==> src/rtl/sudoku_pkg.sv <==
// Shared definitions for the Sudoku random picker.
//   picker_state_e : picker FSM states
//   field_e        : which kind of field a draw is for (grid index or digit)
//   GRID_MAX, DIGIT_MIN, DIGIT_MAX, FOLD_OFFSET : legal-range and fold constants
package sudoku_pkg;

  typedef enum logic [2:0] {
    ST_IDLE,
    ST_ROW,
    ST_COL,
    ST_DIG,
    ST_OUT
  } picker_state_e;

  typedef enum logic {
    FIELD_GRID,
    FIELD_DIGIT
  } field_e;

  localparam logic [3:0] GRID_MAX    = 4'd8;
  localparam logic [3:0] DIGIT_MIN   = 4'd1;
  localparam logic [3:0] DIGIT_MAX   = 4'd9;
  localparam logic [3:0] FOLD_OFFSET = 4'd9;

endpackage

==> src/rtl/sudoku_rand_picker_if.sv <==
// Handshake bundle between the picker, its RNG and the puzzle-setup consumer.
//   master : the picker (drives draw request and the pick triple)
//   slave  : the environment (drives en, RNG draw, consumer ready)
// Signals: en, gen_rand_flag, rand_vld, rand_nib[3:0], pick_valid, pick_ready,
//          pick_row[3:0], pick_col[3:0], pick_digit[3:0], pick_folded.
interface sudoku_rand_picker_if;

  logic       en;
  logic       gen_rand_flag;
  logic       rand_vld;
  logic [3:0] rand_nib;
  logic       pick_valid;
  logic       pick_ready;
  logic [3:0] pick_row;
  logic [3:0] pick_col;
  logic [3:0] pick_digit;
  logic       pick_folded;

  modport master (
    input  en, rand_vld, rand_nib, pick_ready,
    output gen_rand_flag, pick_valid, pick_row, pick_col, pick_digit, pick_folded
  );

  modport slave (
    output en, rand_vld, rand_nib, pick_ready,
    input  gen_rand_flag, pick_valid, pick_row, pick_col, pick_digit, pick_folded
  );

endinterface

==> src/rtl/sudoku_rand_picker_nib_classify.sv <==
// nib_classify: combinational legality check for one random nibble.
//   field_i        : FIELD_GRID (row/col, legal 0..8) or FIELD_DIGIT (legal 1..9)
//   nib_i          : drawn nibble
//   accept_o       : nibble is legal as-is for this field
//   folded_value_o : fallback value used when the retry budget runs out;
//                    only meaningful when accept_o is 0
module nib_classify
  import sudoku_pkg::*;
(
  input  field_e     field_i,
  input  logic [3:0] nib_i,
  output logic       accept_o,
  output logic [3:0] folded_value_o
);

  // NOTE: every output of a combinational block gets a default first so no path leaves it unassigned (which would infer a latch).
  always_comb begin
    accept_o       = 1'b0;
    folded_value_o = nib_i - FOLD_OFFSET;
    if (field_i == FIELD_GRID) begin
      // Rejected grid nibs are 9..15, so subtracting 9 lands in 0..6.
      accept_o = (nib_i <= GRID_MAX);
    end else begin
      accept_o = (nib_i >= DIGIT_MIN) && (nib_i <= DIGIT_MAX);
      // Zero is the only reject below the range; map it to the smallest digit.
      if (nib_i == 4'd0) folded_value_o = DIGIT_MIN;
    end
  end

endmodule

==> src/rtl/sudoku_rand_picker.sv <==
// sudoku_rand_picker: rejection-samples RNG nibbles into a legal Sudoku
// triple (row 0..8, col 0..8, digit 1..9) and offers it on valid/ready.
// After MAX_TRIES consecutive rejects for one field the rejected nibble is
// folded into range and pick_folded is raised for that triple.
//   in_clka, in_rst_n : clock (rising edge), async active-low reset
//   bus (master)      : en, RNG draw (gen_rand_flag/rand_vld/rand_nib),
//                       pick triple handshake
//   rej_count         : saturating count of rejected draws, present only
//                       when PICKER_STATS_EN is defined
module sudoku_rand_picker
  import sudoku_pkg::*;
#(
  parameter int unsigned MAX_TRIES = 8  // 1..255
) (
  input  logic                 in_clka,
  input  logic                 in_rst_n,
  sudoku_rand_picker_if.master bus
`ifdef PICKER_STATS_EN
  ,
  output logic [15:0]          rej_count
`endif
);

  picker_state_e state_q, state_d;
  logic          gen_q, gen_d;
  logic          valid_q, valid_d;
  logic [3:0]    row_q, row_d;
  logic [3:0]    col_q, col_d;
  logic [3:0]    dig_q, dig_d;
  logic          folded_q, folded_d;
  logic [7:0]    tries_q, tries_d;

  field_e     field;
  logic       accept;
  logic [3:0] folded_value;
  logic       draw;
  logic       last_try;
  logic       take;
  logic [3:0] take_value;

  assign field = (state_q == ST_DIG) ? FIELD_DIGIT : FIELD_GRID;

  nib_classify u_classify (
    .field_i        (field),
    .nib_i          (bus.rand_nib),
    .accept_o       (accept),
    .folded_value_o (folded_value)
  );

  // gen_q is high exactly in the draw states, so it doubles as the draw qualifier.
  assign draw       = gen_q & bus.rand_vld;
  assign last_try   = (tries_q == 8'(MAX_TRIES - 1));
  assign take       = draw & (accept | last_try);
  assign take_value = accept ? bus.rand_nib : folded_value;

  always_comb begin
    state_d  = state_q;
    row_d    = row_q;
    col_d    = col_q;
    dig_d    = dig_q;
    folded_d = folded_q;
    tries_d  = tries_q;

    unique case (state_q)
      ST_IDLE: if (bus.en) state_d = ST_ROW;
      ST_ROW, ST_COL, ST_DIG: begin
        if (take) begin
          tries_d = 8'd0;
          if (!accept) folded_d = 1'b1;
          case (state_q)
            ST_ROW:  begin row_d = take_value; state_d = ST_COL; end
            ST_COL:  begin col_d = take_value; state_d = ST_DIG; end
            default: begin dig_d = take_value; state_d = ST_OUT; end
          endcase
        end else if (draw) begin
          tries_d = tries_q + 8'd1;
        end
      end
      ST_OUT: begin
        if (valid_q && bus.pick_ready) begin
          folded_d = 1'b0;
          state_d  = bus.en ? ST_ROW : ST_IDLE;
        end
      end
      default: state_d = ST_IDLE;
    endcase

    // Output flags are decoded from the next state so they come straight off flops.
    gen_d   = (state_d == ST_ROW) || (state_d == ST_COL) || (state_d == ST_DIG);
    valid_d = (state_d == ST_OUT);
  end

  // NOTE: sequential state uses non-blocking assignments so every flop samples pre-edge values.
  always_ff @(posedge in_clka or negedge in_rst_n) begin
    if (!in_rst_n) begin
      state_q  <= ST_IDLE;
      gen_q    <= 1'b0;
      valid_q  <= 1'b0;
      row_q    <= 4'd0;
      col_q    <= 4'd0;
      dig_q    <= DIGIT_MIN;
      folded_q <= 1'b0;
      tries_q  <= 8'd0;
    end else begin
      state_q  <= state_d;
      gen_q    <= gen_d;
      valid_q  <= valid_d;
      row_q    <= row_d;
      col_q    <= col_d;
      dig_q    <= dig_d;
      folded_q <= folded_d;
      tries_q  <= tries_d;
    end
  end

  assign bus.gen_rand_flag = gen_q;
  assign bus.pick_valid    = valid_q;
  assign bus.pick_row      = row_q;
  assign bus.pick_col      = col_q;
  assign bus.pick_digit    = dig_q;
  assign bus.pick_folded   = folded_q;

`ifdef PICKER_STATS_EN
  logic [15:0] rej_q;

  // Counts every reject, including the one that triggers a fold.
  always_ff @(posedge in_clka or negedge in_rst_n) begin
    if (!in_rst_n) begin
      rej_q <= 16'd0;
    end else if (draw && !accept && (rej_q != 16'hFFFF)) begin
      rej_q <= rej_q + 16'd1;
    end
  end

  assign rej_count = rej_q;
`endif

endmodule

==> src/flat_wrapper.sv <==
// flat-port wrapper written by rule: the top's interface ports become plain ports
module sudoku_rand_picker_flat import sudoku_pkg::*;
#(
  parameter int unsigned MAX_TRIES = 8           
)
  (in_clka, in_rst_n, bus_en, bus_rand_vld, bus_rand_nib, bus_pick_ready, bus_gen_rand_flag, bus_pick_valid, bus_pick_row, bus_pick_col, bus_pick_digit, bus_pick_folded);
  sudoku_rand_picker_if bus_i ();
  input  logic in_clka;
  input  logic in_rst_n;
  input wire logic [$bits(bus_i.en)-1:0] bus_en;
  input wire logic [$bits(bus_i.rand_vld)-1:0] bus_rand_vld;
  input wire logic [$bits(bus_i.rand_nib)-1:0] bus_rand_nib;
  input wire logic [$bits(bus_i.pick_ready)-1:0] bus_pick_ready;
  output wire logic [$bits(bus_i.gen_rand_flag)-1:0] bus_gen_rand_flag;
  output wire logic [$bits(bus_i.pick_valid)-1:0] bus_pick_valid;
  output wire logic [$bits(bus_i.pick_row)-1:0] bus_pick_row;
  output wire logic [$bits(bus_i.pick_col)-1:0] bus_pick_col;
  output wire logic [$bits(bus_i.pick_digit)-1:0] bus_pick_digit;
  output wire logic [$bits(bus_i.pick_folded)-1:0] bus_pick_folded;
  assign bus_i.en = bus_en;
  assign bus_i.rand_vld = bus_rand_vld;
  assign bus_i.rand_nib = bus_rand_nib;
  assign bus_i.pick_ready = bus_pick_ready;
  assign bus_gen_rand_flag = bus_i.gen_rand_flag;
  assign bus_pick_valid = bus_i.pick_valid;
  assign bus_pick_row = bus_i.pick_row;
  assign bus_pick_col = bus_i.pick_col;
  assign bus_pick_digit = bus_i.pick_digit;
  assign bus_pick_folded = bus_i.pick_folded;
  sudoku_rand_picker #(.MAX_TRIES(MAX_TRIES)) u_core (.in_clka(in_clka), .in_rst_n(in_rst_n), .bus(bus_i));
endmodule
==> config.mk <==
export PLATFORM = sky130hd
export DESIGN_NAME = sudoku_rand_picker_flat
export DESIGN_NICKNAME = d
export VERILOG_FILES = /design/src/rtl/sudoku_pkg.sv /design/src/rtl/sudoku_rand_picker_if.sv /design/src/rtl/sudoku_rand_picker_nib_classify.sv /design/src/rtl/sudoku_rand_picker.sv /design/src/flat_wrapper.sv
export SDC_FILE = /design/constraint.sdc
export NUM_CORES = 1
export LEC_CHECK = 0
export ABC_AREA = 1
export BUFFER_PORTS_ARGS = -buffer_cell sky130_fd_sc_hd__buf_2
export CORE_AREA = 5 5 68 70
export DETAILED_ROUTE_END_ITERATION = 16
export DIE_AREA = 0 0 73 75
export SYNTH_ARGS = -nofsm -noshare
export SYNTH_HDL_FRONTEND = slang
export SYNTH_SLANG_ARGS = --single-unit
==> constraint.sdc <==
create_clock -name in_clka -period 2.83 [get_ports in_clka]
set_input_delay 0.283 -clock in_clka [delete_from_list [all_inputs] [get_ports in_clka]]
set_output_delay 0.283 -clock in_clka [all_outputs]
set_load 0.005 [all_outputs]
Word level (Yosys, flattened, before mapping)
Index checks and enable logic that the tools add are counted.
{"block": "classes", "addsub": 2, "order_cmp": 3, "eq_ne": 12, "n_mux": 17, "bitwise": 4, "n_reduce_logical": 15}
{"operator": "2-to-1 mux 8 bit", "count": 2}
{"operator": "equality test 3 x 2 -> 1 bit, second input constant", "count": 4}
{"operator": "2-to-1 mux 4 bit", "count": 3}
{"operator": "2-to-1 mux 3 bit", "count": 3}
{"operator": "case mux 3 bit (3 select lines)", "count": 1}
{"operator": "AND reduction 3 bit", "count": 3}
{"operator": "adder 8 x 1 -> 8 bit, second input constant", "count": 1}
{"operator": "equality test 8 x 3 -> 1 bit, second input constant", "count": 1}
{"operator": "less-or-equal comparator 4 bit, second input constant", "count": 2}
{"operator": "equality test 3 x 1 -> 1 bit, second input constant", "count": 2}
{"operator": "equality test 3 bit, second input constant", "count": 2}
{"operator": "2-to-1 mux 1 bit", "count": 6}
{"operator": "case mux 3 bit (2 select lines)", "count": 1}
{"operator": ">= comparator 4 x 1 -> 1 bit, second input constant", "count": 1}
{"operator": "zero test 4 bit", "count": 1}
{"operator": "inequality test 2 x 1 -> 1 bit, second input constant", "count": 2}
{"operator": "AND reduction 4 bit", "count": 1}
{"operator": "nonzero test 2 bit", "count": 2}
{"operator": "subtractor 4 bit, second input constant", "count": 1}
{"operator": "zero test 3 bit", "count": 1}
{"operator": "OR reduction 3 bit", "count": 1}
{"operator": "bitwise AND 1 bit", "count": 2}
{"operator": "logical AND 1 bit", "count": 2}
{"operator": "logical OR 1 bit", "count": 2}
{"operator": "6 further kinds", "count": 6}
{"block": "word_totals", "register_bits": 26, "inputBits": 9, "output_inout_bits": 15, "elab_cells": 61}

Depth between registers and ports, before layout
{"block": "depth", "depth_word": 10, "mapped_depth": 13, "mapped_depth_nobuf": 13}

Modules after synthesis
Synthesis repeated with hierarchy kept, for this count alone.
{"block": "hier_totals", "cells_unflattened": 183, "area_unflattened_um2": 1445.1}
{"module": "sudoku_rand_picker", "n_inst": 1, "cells_each": 155, "area_per_inst_um2": 1306.3, "seq_area_each_um2": 651.9}
{"module": "nib_classify", "n_inst": 1, "cells_each": 28, "area_per_inst_um2": 138.9, "seq_area_each_um2": 0.0}

Worst setup path before layout
No wires, ideal clock.
{"block": "synth_path", "path_kind": "input to register", "start": "input bus_rand_nib[0]", "end": "register u_core.col_q[2] (netlist: u_core.bus.pick_col[2])", "setup_ns": 0.121, "arrival_time_ns": 1.385, "t_required_ns": 2.709, "slack_ns": 1.325, "path_stages": 10, "path_buffers": 1, "path_cell_list": "inv_1 -> ha_1 -> o21ai_0 -> nand3b_4 -> nand2_2 -> nand2_2 -> nand2_4 -> buf_6 -> o21ai_0 -> nand2_1"}
{"block": "synth_between", "elab_chain_len": 6, "word_cells_on_any_way": 13, "classes_between": "1 x add/sub; 3 x order compare; 4 x mux; 2 x bitwise; 3 x reduce/logical"}
{"element": "start: declaration", "line_no": "flat_wrapper.sv:12", "rtl": "input wire logic [$bits(bus_i.rand_nib)-1:0] bus_rand_nib;"}
{"element": ">= comparator 4 x 1 -> 1 bit / less-or-equal comparator 4 bit (equally long branches)", "line_no": "sudoku_rand_picker_nib_classify.sv:24", "rtl": "accept_o = (nib_i >= DIGIT_MIN) && (nib_i <= DIGIT_MAX);"}
{"element": "logical AND 1 bit", "line_no": "sudoku_rand_picker_nib_classify.sv:24"}
{"element": "2-to-1 mux 1 bit", "line_no": "sudoku_rand_picker_nib_classify.sv:20", "rtl": "if (field_i == FIELD_GRID) begin"}
{"element": "OR 1 bit", "line_no": "sudoku_rand_picker.sv:53", "rtl": "assign take = draw & (accept | last_try);"}
{"element": "bitwise AND 1 bit", "line_no": "sudoku_rand_picker.sv:53"}
{"element": "AND reduction 3 bit (no source line)"}
{"element": "end signal: assignment", "line_no": "sudoku_rand_picker.sv:109", "rtl": "col_q <= col_d;"}
{"element": "end: declaration", "line_no": "sudoku_rand_picker.sv:28", "rtl": "logic [3:0] col_q, col_d;"}
Several ways; a longest one is shown, not always the timed one.
A chain may end at the register's enable or synchronous reset.

Worst setup path after layout
{"block": "layout_path", "start": "register u_core.state_q[1]", "end": "register u_core.row_q[2] (netlist: u_core.bus.pick_row[2])"}
{"block": "layout_between", "elab_chain_len": 6, "word_cells_on_any_way": 11, "classes_between": "3 x eq/ne; 4 x mux; 2 x bitwise; 2 x reduce/logical"}
{"element": "start: declaration", "line_no": "sudoku_rand_picker.sv:24", "rtl": "picker_state_e state_q, state_d;"}
{"element": "start signal: assignment", "line_no": "sudoku_rand_picker.sv:105", "rtl": "state_q <= state_d;"}
{"element": "equality test 3 x 2 -> 1 bit", "line_no": "sudoku_rand_picker.sv:41, sudoku_rand_picker.sv:64"}
{"element": "2-to-1 mux 1 bit", "line_no": "sudoku_rand_picker.sv:41", "rtl": "assign field = (state_q == ST_DIG) ? FIELD_DIGIT : FIELD_GRID;"}
{"element": "2-to-1 mux 1 bit", "line_no": "sudoku_rand_picker_nib_classify.sv:20"}
{"element": "OR 1 bit", "line_no": "sudoku_rand_picker.sv:53"}
{"element": "bitwise AND 1 bit", "line_no": "sudoku_rand_picker.sv:53"}
{"element": "AND reduction 3 bit (no source line)"}
{"element": "end signal: assignment", "line_no": "sudoku_rand_picker.sv:108", "rtl": "row_q <= row_d;"}
{"element": "end: declaration", "line_no": "sudoku_rand_picker.sv:27", "rtl": "logic [3:0] row_q, row_d;"}
Several ways; a longest one is shown, not always the timed one.

==> run_results.csv <==
group,metric,value,unit
place,place_area,1580,um^2
grt,grt_overflow,0,
synthesis,syn-mean-instance-area,8.12,um^2
cells_and_area,drive_gt1_share,22.0,%
grt,grt_pass1_vias,1142,
clocking,cts_tree,"yes",
worst_setup_path,path_max_fanout,16,
detailed_routing,drc,0,
floorplanning,ioPinCount,24,
floorplanning,dieArea,5480,um^2
worst_setup_path,required,3000,ps
power_and_ir_drop,p_leak,0.898,nW
synthesis,synth_top_area_share,44.0,%
cells_and_area,fin_util,42.1,%
detailed_routing,detail_route.vias_per_cell,4.64,
sta,slew_headroom,54.7,%
sta,period_share,61.2,%
worst_setup_path,start_kind,"flop",
synthesis,synth_area_leaders,"dfrtp_1 (44%), nand2_1 (14%), nand3_1 (5.3%)",
detailed_routing,routed-via-count,1160,
sta,drv_slew,0,
cells_and_area,num-fill-cells,410,
grt,grt_usage,11.9,%
cells_and_area,syn2layout_area_growth,15.9,%
floorplanning,core_area,3910,um^2
power_and_ir_drop,finalPower,1.30,mW
worst_setup_path,r2r_cells,11,
synthesis,yosysWarnings,0,
cells_and_area,nNetsFinal,214,
synthesis,yosysMostFrequentCell,"nand2_1",
worst_hold_path,holdCritPathClass,"in2async",
floorplanning,die_y,75,um
sta,tightest_slew,675,ps
clocking,root_buffer,"clkbuf_8",
place,place_hpwl,2160,um
sta,rsz0062_at_grt,"no",
grt,antenna_found_initial,0,
clocking,cts_buffer_depth,2,
clocking,post_cts_buffers,0,
worst_setup_path,cp.arrival,1900,ps
place,place_congestion,0.765,
run_status,violations,"negative hold slack",
worst_setup_path,end_kind,"flop",
cells_and_area,fin_area,1650,um^2
sta,setup_viol,0,
grt,grt_max_degree,27,
floorplanning,start_util,36.3,%
synthesis,synth-main-ff-cell,"dfrtp_1",
grt,grt_pass1_wl,5160,um
synthesis,yosysSeqAreaShare,45.9,%
synthesis,syn_inst,175,
synthesis,synth_edf_count,0,
synthesis,yosysTopAreaCell,"dfrtp_1",
power_and_ir_drop,vdd.ir_drop.worst,0.438,mV
clocking,cts-htree-levels,1,
sta,final.setup.tns,0,ps
detailed_routing,dr.pass1.iters,4,
clocking,clk-insertion-delay-late,270,ps
synthesis,syn_nets,188,
sta,fmax,0.577,GHz
detailed_routing,dr.first_iter.drc_count,49,
floorplanning,num_rows,23,
sta,finalHoldViolations,25,
clocking,numCtsBuffers,3,
sta,fin_skew,3.97,ps
place,dpl_worst_slack,912,ps
sta,timing.hold.ws,-10.1,ps
clocking,holdBufCountCts,0,
worst_setup_path,path_class,"reg2reg",
detailed_routing,wl,2880,um
power_and_ir_drop,pwr_density_cell,788,nW/um^2
detailed_routing,wl_per_cell,11.5,um
job,max_cap_viol_count,0,
worst_setup_path,rr_endpoint,"u_core.bus.pick_row[2]",
place,port-buffer-count,23,
clocking,post_cts_resize_count,0,
synthesis,synth_seq_cells,26,
synthesis,syn-cell-area,1420,um^2
floorplanning,die_width,73,um
worst_setup_path,r2r_slack,1100,ps
run_status,status,"complete, but fails checks",
worst_setup_path,r2r-start,"u_core.state_q[1]",
clocking,cts.sinks,26,
synthesis,synth_cell_types,26,
synthesis,synth_common_cells,"nand2_1 (53), dfrtp_1 (25), inv_1 (16)",
sta,period_needed,1730,ps
sta,worst_slack,1100,ps
cells_and_area,num_antenna_cells,0,
clocking,clk_pin_slew,90,ps
synthesis,async_reset_ff_share,100,%
detailed_routing,ant_nets,0,
[worst max-delay path by stage]
stage / endpoint / slack (ps) / depth (start not counted) / from
after floorplan: u_core.bus.pick_col[2] / 1320 / 10 / bus_rand_nib[0]
after global placement: u_core.bus.pick_row[2] / 960 / 13 / bus_rand_nib[0]
after detailed placement: u_core.bus.pick_row[3] / 910 / 13 / bus_rand_nib[0]
after CTS: u_core.bus.pick_row[0] / 1100 / 12 / u_core.state_q[2]
after global routing: u_core.bus.pick_row[0] / 870 / 10 / u_core.tries_q[0]
final: u_core.bus.pick_row[2] / 1100 / 11 / u_core.state_q[1]
[layer usage]
metal / vias to the layer above / global-route usage [%] / part of all wire, %
met5: - / 0 / 0
met4: 0 / 4.10 / 1.3
met3: 4 / 2.40 / 4.8
met2: 22 / 18.2 / 44
met1: 520 / 16.8 / 50
li1: 614 / - / -
[critical path, cell delays in order, from the launching register on]
cell and delay [ps]:
dfrtp_1 490, nand3_4 160, nand2_1 90, nand2_1 40, nand2_1 60, nand2_2 140
nand2_2 150, nand2_4 120, inv_2 110, nand2_1 100, nand2_1 100, nand2_1 60
[cell type report]
| type | instances | area [um^2] | area share, % |
|---|---|---|---|
| Multi-Input combinational cell | 128 | 676 | 41.0 |
| Sequential cell | 26 | 652 | 39.6 |
| Timing Repair Buffer | 23 | 115 | 6.99 |
| Inverter | 19 | 71.3 | 4.33 |
| Tap cell | 50 | 62.6 | 3.80 |
| Clock buffer | 3 | 41.3 | 2.51 |
| Clock inverter | 1 | 30.0 | 1.82 |
[sequential cells by signal (all words and copies together) (netlist names)]
register,count
u_core.bus.pick_folded,1
u_core.bus.pick_valid,1
u_core.tries_q,8
u_core.bus.pick_digit,4
u_core.bus.pick_row,4
u_core.bus.pick_col,4
u_core.bus.gen_rand_flag,1
u_core.state_q,3
[cells in the final DEF, fill, tap and decap left out, types with 2 or more instances in the layout]
| master | n |
|---|---|
| nand2_1 | 53 |
| dfrtp_1 | 25 |
| buf_2 | 23 |
| inv_1 | 16 |
| nand3_1 | 15 |
| nor2_1 | 12 |
| o21ai_0 | 11 |
| nand2_2 | 4 |
| o21ai_1 | 4 |
| nor2_2 | 4 |
| xor2_1 | 4 |
| ha_1 | 4 |
| inv_2 | 3 |
| nor3_1 | 3 |
| clkbuf_8 | 3 |
| o22ai_1 | 2 |
| nand4_1 | 2 |
| a21oi_1 | 2 |
[metrics by stage]
stage,cells,hold WS [ps]
3_5_place_dp,246,318
6_report,250,-10.1
4_1_cts,250,15.4
2_1_floorplan,175,-12.6
3_3_place_gp,246,321
5_1_grt,250,45.1
[power breakdown]
part	internal, mW	total (mW)	switching [mW]
Clock	0.189	0.310	0.121
Combinational	0.167	0.420	0.253
Sequential	0.490	0.568	0.0783
Total	0.845	1.30	0.453
[logic make-up (layout without fill, tap and decap cells)]
group                      Yosys count  count (layout)  synth area share [%]
and+or+nand+nor                     98              98                  32.8
DFF                                 26              26                  45.9
muxes                                1               1                 0.704
buffers and inverters               21              46                  6.60
xor gates and xnor gates             5               5                  3.08
adders and majority gates            4               4                  3.52
AOI/OAI and AO/OA                   20              20                  7.39
Power figures use the tool's default switching activity.
